**src/rtl/uart_rx.sv**
```systemverilog
// uart_rx: 8N1 UART receiver with a one-byte holding register.
// Start bit is re-checked at mid-bit to reject glitches; data and stop bits
// are sampled one bit period apart from that point. A received byte is
// handed to the consumer through o_char/o_valid with an i_ack handshake;
// bytes that arrive before the previous one is acknowledged set o_overrun.
module uart_rx #(
  parameter int unsigned CLKS_PER_BIT = 434
) (
  input  logic       i_clk,
  input  logic       i_rst_n,
  input  logic       i_rx,
  input  logic       i_ack,
  output logic [7:0] o_char,
  output logic       o_valid,
  output logic       o_frame_err,
  output logic       o_overrun,
  output logic       o_busy
);

  localparam logic [15:0] HALF = 16'(CLKS_PER_BIT / 2);
  localparam logic [15:0] LAST = 16'(CLKS_PER_BIT - 1);

  typedef enum logic [1:0] {
    IDLE,
    START,
    DATA,
    STOP
  } state_e;

  logic       rx_meta_q;
  logic       rx_sync_q;
  logic       rx_prev_q;

  state_e      state_q,  state_d;
  logic [15:0] cnt_q,    cnt_d;
  logic [2:0]  idx_q,    idx_d;
  logic [7:0]  shift_q,  shift_d;
  logic        load_q,   load_d;
  logic        ferr_q,   ferr_d;

  logic [7:0]  char_q,   char_d;
  logic        valid_q,  valid_d;
  logic        ovr_q,    ovr_d;

  // Two-flop synchronizer plus a history flop for falling-edge detection.
  always_ff @(posedge i_clk) begin
    if (!i_rst_n) begin
      rx_meta_q <= 1'b1;
      rx_sync_q <= 1'b1;
      rx_prev_q <= 1'b1;
    end else begin
      rx_meta_q <= i_rx;
      rx_sync_q <= rx_meta_q;
      rx_prev_q <= rx_sync_q;
    end
  end

  // Receiver FSM state, bit timer, bit index and shift register.
  always_ff @(posedge i_clk) begin
    if (!i_rst_n) begin
      state_q <= IDLE;
      cnt_q   <= '0;
      idx_q   <= '0;
      shift_q <= '0;
      load_q  <= 1'b0;
      ferr_q  <= 1'b0;
    end else begin
      state_q <= state_d;
      cnt_q   <= cnt_d;
      idx_q   <= idx_d;
      shift_q <= shift_d;
      load_q  <= load_d;
      ferr_q  <= ferr_d;
    end
  end

  // Next-state logic: mid-bit start check, then full-period data/stop sampling.
  always_comb begin
    state_d = state_q;
    cnt_d   = cnt_q;
    idx_d   = idx_q;
    shift_d = shift_q;
    load_d  = 1'b0;
    ferr_d  = 1'b0;
    unique case (state_q)
      IDLE: begin
        if (rx_prev_q && !rx_sync_q) begin
          state_d = START;
          cnt_d   = '0;
        end
      end
      START: begin
        if (cnt_q == HALF) begin
          cnt_d = '0;
          if (!rx_sync_q) begin
            state_d = DATA;
            idx_d   = '0;
          end else begin
            state_d = IDLE;
          end
        end else begin
          cnt_d = cnt_q + 16'd1;
        end
      end
      DATA: begin
        if (cnt_q == LAST) begin
          shift_d = {rx_sync_q, shift_q[7:1]};
          cnt_d   = '0;
          idx_d   = idx_q + 3'd1;
          if (idx_q == 3'd7) begin
            state_d = STOP;
          end
        end else begin
          cnt_d = cnt_q + 16'd1;
        end
      end
      STOP: begin
        if (cnt_q == LAST) begin
          state_d = IDLE;
          cnt_d   = '0;
          if (rx_sync_q) begin
            load_d = 1'b1;
          end else begin
            ferr_d = 1'b1;
          end
        end else begin
          cnt_d = cnt_q + 16'd1;
        end
      end
      default: begin
        state_d = IDLE;
        cnt_d   = '0;
      end
    endcase
  end

  // Consumer-facing holding register, valid flag and sticky overrun.
  always_ff @(posedge i_clk) begin
    if (!i_rst_n) begin
      char_q  <= '0;
      valid_q <= 1'b0;
      ovr_q   <= 1'b0;
    end else begin
      char_q  <= char_d;
      valid_q <= valid_d;
      ovr_q   <= ovr_d;
    end
  end

  // A load beats a simultaneous ack; an unacknowledged load flags overrun.
  always_comb begin
    char_d  = char_q;
    valid_d = valid_q;
    ovr_d   = ovr_q;
    if (load_q) begin
      char_d  = shift_q;
      valid_d = 1'b1;
      if (valid_q && !i_ack) begin
        ovr_d = 1'b1;
      end else if (valid_q && i_ack) begin
        ovr_d = 1'b0;
      end
    end else if (valid_q && i_ack) begin
      valid_d = 1'b0;
      ovr_d   = 1'b0;
    end
  end

  assign o_char      = char_q;
  assign o_valid     = valid_q;
  assign o_frame_err = ferr_q;
  assign o_overrun   = ovr_q;
  assign o_busy      = (state_q != IDLE);

endmodule

```
**config.mk**
```make
export PLATFORM = sky130hd
export DESIGN_NAME = uart_rx
export DESIGN_NICKNAME = d
export VERILOG_FILES = /design/src/rtl/uart_rx.sv
export SDC_FILE = /design/constraint.sdc
export NUM_CORES = 1
export LEC_CHECK = 0
export CAP_MARGIN = 15
export CORE_UTILIZATION = 57
export DETAILED_ROUTE_END_ITERATION = 6
export PLACE_DENSITY = 0.79
export SYNTH_ARGS = -nofsm -noshare
export SYNTH_HDL_FRONTEND = slang
export SYNTH_SLANG_ARGS = --single-unit
export TNS_END_PERCENT = 20
```
**constraint.sdc**
```tcl
create_clock -name i_clk -period 2.4 [get_ports i_clk]
set_clock_uncertainty 0.2 [all_clocks]
set_input_delay 0.72 -clock i_clk [delete_from_list [all_inputs] [get_ports i_clk]]
set_output_delay 0.72 -clock i_clk [all_outputs]
set_load 0.01 [all_outputs]
```
# Word level (Yosys, flattened, before mapping)
# Cells that the tools add are included.
[word_totals]
regBits = 44
input_bits = 4
output_inout_bits = 12
wordCells = 62
[op_classes]
addsub = 2
eq_ne = 12
muxes = 22
reduce_logical = 14
[ops]
columns = ["op", "count"]
rows = [
  ["2-to-1 mux 16 bit", 3],
  ["one-hot mux 16 bit (3 select lines)", 1],
  ["adder 16 x 1 -> 16 bit (second input constant)", 1],
  ["== test 16 x 8 -> 1 bit (second input constant)", 1],
  ["== test 16 x 9 -> 1 bit (second input constant)", 1],
  ["2-to-1 mux 2 bit", 6],
  ["inequality test 2 bit (second input constant)", 6],
  ["2-to-1 mux 3 bit", 3],
  ["one-hot mux 2 bit (4 select lines)", 1],
  ["2-to-1 mux 1 bit", 7],
  ["one-hot mux 3 bit (2 select lines)", 1],
  ["nonzero test 2 bit", 3],
  ["AND reduction 5 bit", 1],
  ["== test 2 bit (second input constant)", 2],
  ["AND reduction 4 bit", 1],
  ["adder 3 x 1 -> 3 bit (second input constant)", 1],
  ["== test 3 bit (second input constant)", 1],
  ["logical AND 1 bit", 3],
  ["AND reduction 3 bit", 1],
  ["== test 2 x 1 -> 1 bit (second input constant)", 1],
  ["zero test 1 bit", 2],
  ["zero test 2 bit", 1],
  ["AND reduction 2 bit", 1],
  ["OR reduction 2 bit", 1],
]

# Logic depth before layout (Yosys ltp)
[logic_depth]
word_depth = 4
mapped_depth = 9
depth_no_buf = 7

# Worst setup path before layout
# Ideal clock, no wire load.
[synth_path]
path_type = "reg2reg"
startpoint = "reg cnt_q[0]"
endpoint = "reg cnt_q[11]"
setup_ns = 0.126
t_arrival_ns = 1.581
t_required_ns = 2.074
setup_slack_ns = 0.493
path_stages_with_launch = 9
path_buffers = 2
synth_period_minus_slack_ns = 1.907
path_cell_list = "dfxtp_1 ha_1 nor4b_4 and4_4 buf_6 o22ai_2 buf_4 a31oi_1 o21ai_0"
[synth_via]
elab_chain_cells = 3
word_cells_on_any_way = 6
classes_between = "add/sub (1); eq/ne (2); mux (3)"
[synth_lines]
columns = ["element", "line_no", "source"]
rows = [
  ["start: declaration", "35", "logic [15:0] cnt_q, cnt_d;"],
  ["start signal: assignment", "69", "cnt_q <= cnt_d;"],
  ["adder 16 x 1 -> 16 bit (tied with other cells)", "102, 114, 127", ""],
  ["2-to-1 mux 16 bit (on tied branches)", "106, 118, 93", ""],
  ["one-hot mux 16 bit (3 select lines) *", "85", "unique case (state_q)"],
]
# Every way passes the cells marked *; elsewhere a longest branch is shown, timed or not.
# A chain may end at the register's enable or synchronous reset.

==> metrics.md <==
| Metric | Value |
|---|---|
| Routed via count | 1629 |
| Placed cell areas | approximately 2200 um2 |
| Post-layout min period | roughly 2.2 ns |
| Most common cell in the netlist | dfxtp_1 |
| Die W | 61.14 um |
| P_leak | approximately 0.81 nW |
| FFs w/ async S/R, synth | 0% |
| Switching part of the total | 21.77% |
| Internal power | approximately 1.0 mW |
| GPL Wtd Cong | roughly 0.83 |
| TritonCTS clock tree | done |
| Post-synth top flop | dfxtp_1 |
| Pwr dens | 561.9 nW/um2 |
| Non-Filler Instances | between 200 and 300 |
| Post-Route WL | between 3000 and 4000 um |
| Share of the synthesized area in the top cell type | approximately 44% |
| Cell area after synthesis | ~2000 um2 |
| Largest net degree at the start of global routing | 16 |
| H-Tree Depth | 2 |
| Peak supply drop | between 0.0005 and 0.0006 V |
| Crit path DAT | about 1.3 ns |
| Tcrit/Tclk final | 93.46% |
| DRT antenna net count | 0 |
| Bufs on Longest Clock Path | 2 |
| Crit-path cells | or2_2 -> dlygate4sd2_1 |
| Hold Fails Final Rpt | 0 |
| Proportion of layout cells with a drive suffix above 1 | between 10% and 20% |
| Fin area | between 2000 and 2500 um2 |
| Global-route wire length before repair | 6037 um |
| Port Buffers | 15 |
| Slew @ Worst Pin | between 0.5 and 0.6 ns |
| Initial detailed-routing violation count | 77 |
| CP max FO | 5 |
| Post-layout net count | between 200 and 300 |
| Clk Latency, worst-skew pair | roughly 0.35 ns |
| Post-Place Cells | 291 |
| Status | finished, final reports clean |
| Vias in the first global route | between 1000 and 1500 |
| Reg area | 880.8 um2 |
| Post-synth cell types | 41 |
| CTS sink cnt | 44 |
| Wire per inst | between 10 and 15 um |
| Filler instances | between 200 and 300 |
| Drt first pass iters | 4 |
| Crit end category | output pin |
| P&R area growth vs syn | 15.82% |
| Synth Instances | approximately 230 |
| Final Max Tran Viols | 0 |
| DRC | 0 |
| I/O pin count | 16 |
| Sum Neg Setup Slack | 0 ns |
| Startpoint type of the worst setup path | register |
| Max frequency | roughly 450 MHz |
| Req. time, crit path | about 1.5 ns |
| Synth cell count leaders | dfxtp_1 (44), nand2_1 (38), nor2_1 (23) |
| N_diodes | 0 |
| Synth warn | 0 |
| CP max stage cell | dfxtp_1 |
| Synth area leaders | dfxtp_1 (44%), nand2_1 (7.2%), mux2i_1 (5.0%) |
| RSZ-0062 raised after global routing | false |
| GRT overflow | 0 |
| Initial antenna violation count | 0 |
| DPL Wire Length | 2682 um |
| Core area | between 3000 and 4000 um2 |
| Net Switching | between 200 and 300 uW |
| Setup Viol. Count Final | 0 |
| Cts hold-fix bufs | 0 |
| Post-synth top area cell | dfxtp_1 |
| Sequential Power Share | between 50% and 60% |
| Combinational power share | under 10% |
| Mean area per synthesized cell | 8.591 um2 |
| Clock power frac | a little under two fifths |
| Syn nets | 240 |
| Crit Path Class | reg2out |
| CP max stage delay | between 0.3 and 0.4 ns |
| Max-cap violations | 0 |
| Max-slew headroom | between 60% and 70% |
| Sequential area share after synthesis | roughly 44% |
| Root Buffer | clkbuf_4 |
| Via density | ~5.4 |
| Gr usage total | between 20 and 25% |
| Post-synth EDFFs | 0 |
| Yosys reg bits | 44 |
| Multi-input gate area in the final layout | 1032 um2 |
| Placement row count | 21 |
| Die area | around 3700 um2 |
| Initial core utilization | roughly three fifths |
| Hold Crit Class | reg2reg |
| CTS buffer count | 5 |
| Die Ht | 61.14 um |
| Clock slew at reported path FFs | ~0.13 ns |
-- final timing paths --
| path | cells past startpoint | to | startpoint | slack, ns |
|---|---|---|---|---|
| min | 1 | rx_sync_q$_SDFF_PN1_ | rx_meta_q$_SDFF_PN1_ | 0.23 |
| max | 2 | o_busy | register | 0.16 |
| min reg2reg | 1 | rx_sync_q$_SDFF_PN1_ | rx_meta_q$_SDFF_PN1_ | 0.23 |
| max reg2reg | 7 | cnt_q[8]$_SDFFE_PN0P_ | cnt_q[1]$_SDFFE_PN0P_ | 0.27 |
-- state kept, by name, indices dropped and copies added, names as in the netlist, named ones only --
register     count
state_q          1
rx_prev_q        1
rx_sync_q        1
load_q           1
o_frame_err      1
idx_q            3
shift_q          8
o_char           8
rx_meta_q        1
cnt_q           16
o_valid          1
-- worst max-delay path, delay by kind of cell (launching register included) --
kind          cells  cell delay [ns]
flops             1             0.37
simple gates      1             0.32
buf+inv           1             0.29
-- per-layer routing --
metal  wire, um  vias to the layer above  global-route usage, %
met5          0                        -                      0
met2       1600                       28                  30.59
met4         93                        0                  8.442
li1           -                      858                      -
met3        147                       10                  8.613
met1       1843                      733                  30.78
-- cells by family (layout without fill, tap and decap cells) --
group	count (synthesis)	count (layout)	share of synthesized area (%)
and+or+nand+nor	111	111	28.88
AOI/OAI and AO/OA	44	44	14.50
DFF	44	44	44.19
buffers and inverters	17	38	4.017
muxes	10	10	5.022
adders and majority gates	4	4	2.511
xor gates and xnor gates	2	2	0.8790
-- power by group through the flow --
stage          combinational (mW)  sequential (mW)  clock, mW
5_1_grt                    0.0768            0.740      0.536
3_3_place_gp               0.0704            0.755          0
3_5_place_dp               0.0708            0.754          0
2_1_floorplan              0.0439            0.755          0
4_1_cts                    0.0706            0.738      0.493
6_report                   0.0707            0.738      0.488
-- placed cells by master (no fill, tap or decap), drive strengths merged, types with 4 or more instances in the layout --
| master | n |
|---|---|
| a21oi | 18 |
| a31oi | 11 |
| and3 | 4 |
| buf | 8 |
| clkbuf | 6 |
| clkdlybuf4s50 | 14 |
| dfxtp | 44 |
| ha | 4 |
| inv | 6 |
| mux2i | 10 |
| nand2 | 39 |
| nand2b | 4 |
| nand3 | 14 |
| nand4 | 5 |
| nor2 | 23 |
| o21ai | 9 |
-- repair_timing --
item / in CTS / in global routing
endpoints found under the hold margin: 0 / 0
resized for setup: 1 / 0
setup buffers: 0 / 0
endpoints found under the setup margin: 1 / 0
-- final cells by class --
| cell class | instances | share of cell area (%) |
|---|---|---|
| sequential | 44 | 38.16 |
| timing repair buffer | 23 | 9.593 |
| clock buffer | 6 | 2.222 |
| multi-input combinational | 171 | 44.72 |
| clock inverter | 2 | 1.680 |
| inverter | 7 | 1.138 |
| tap | 46 | 2.493 |
-- per-stage QoR --
step / utilization (%) / hold slack (ns) / worst slack, ns / power, mW
after CTS: 69.18 / 0.2306 / 0.1400 / 1.302
after global routing: 69.18 / 0.2466 / 0.09604 / 1.352
after detailed placement: 66.52 / 0.2010 / 0.1742 / 0.8253
after floorplan: - / 0.1863 / 0.4929 / 0.7984
final: 69.18 / 0.2313 / 0.1569 / 1.297
after global placement: 66.52 / 0.1921 / 0.2280 / 0.8250
No activity file was read; power rests on OpenSTA's default activity.
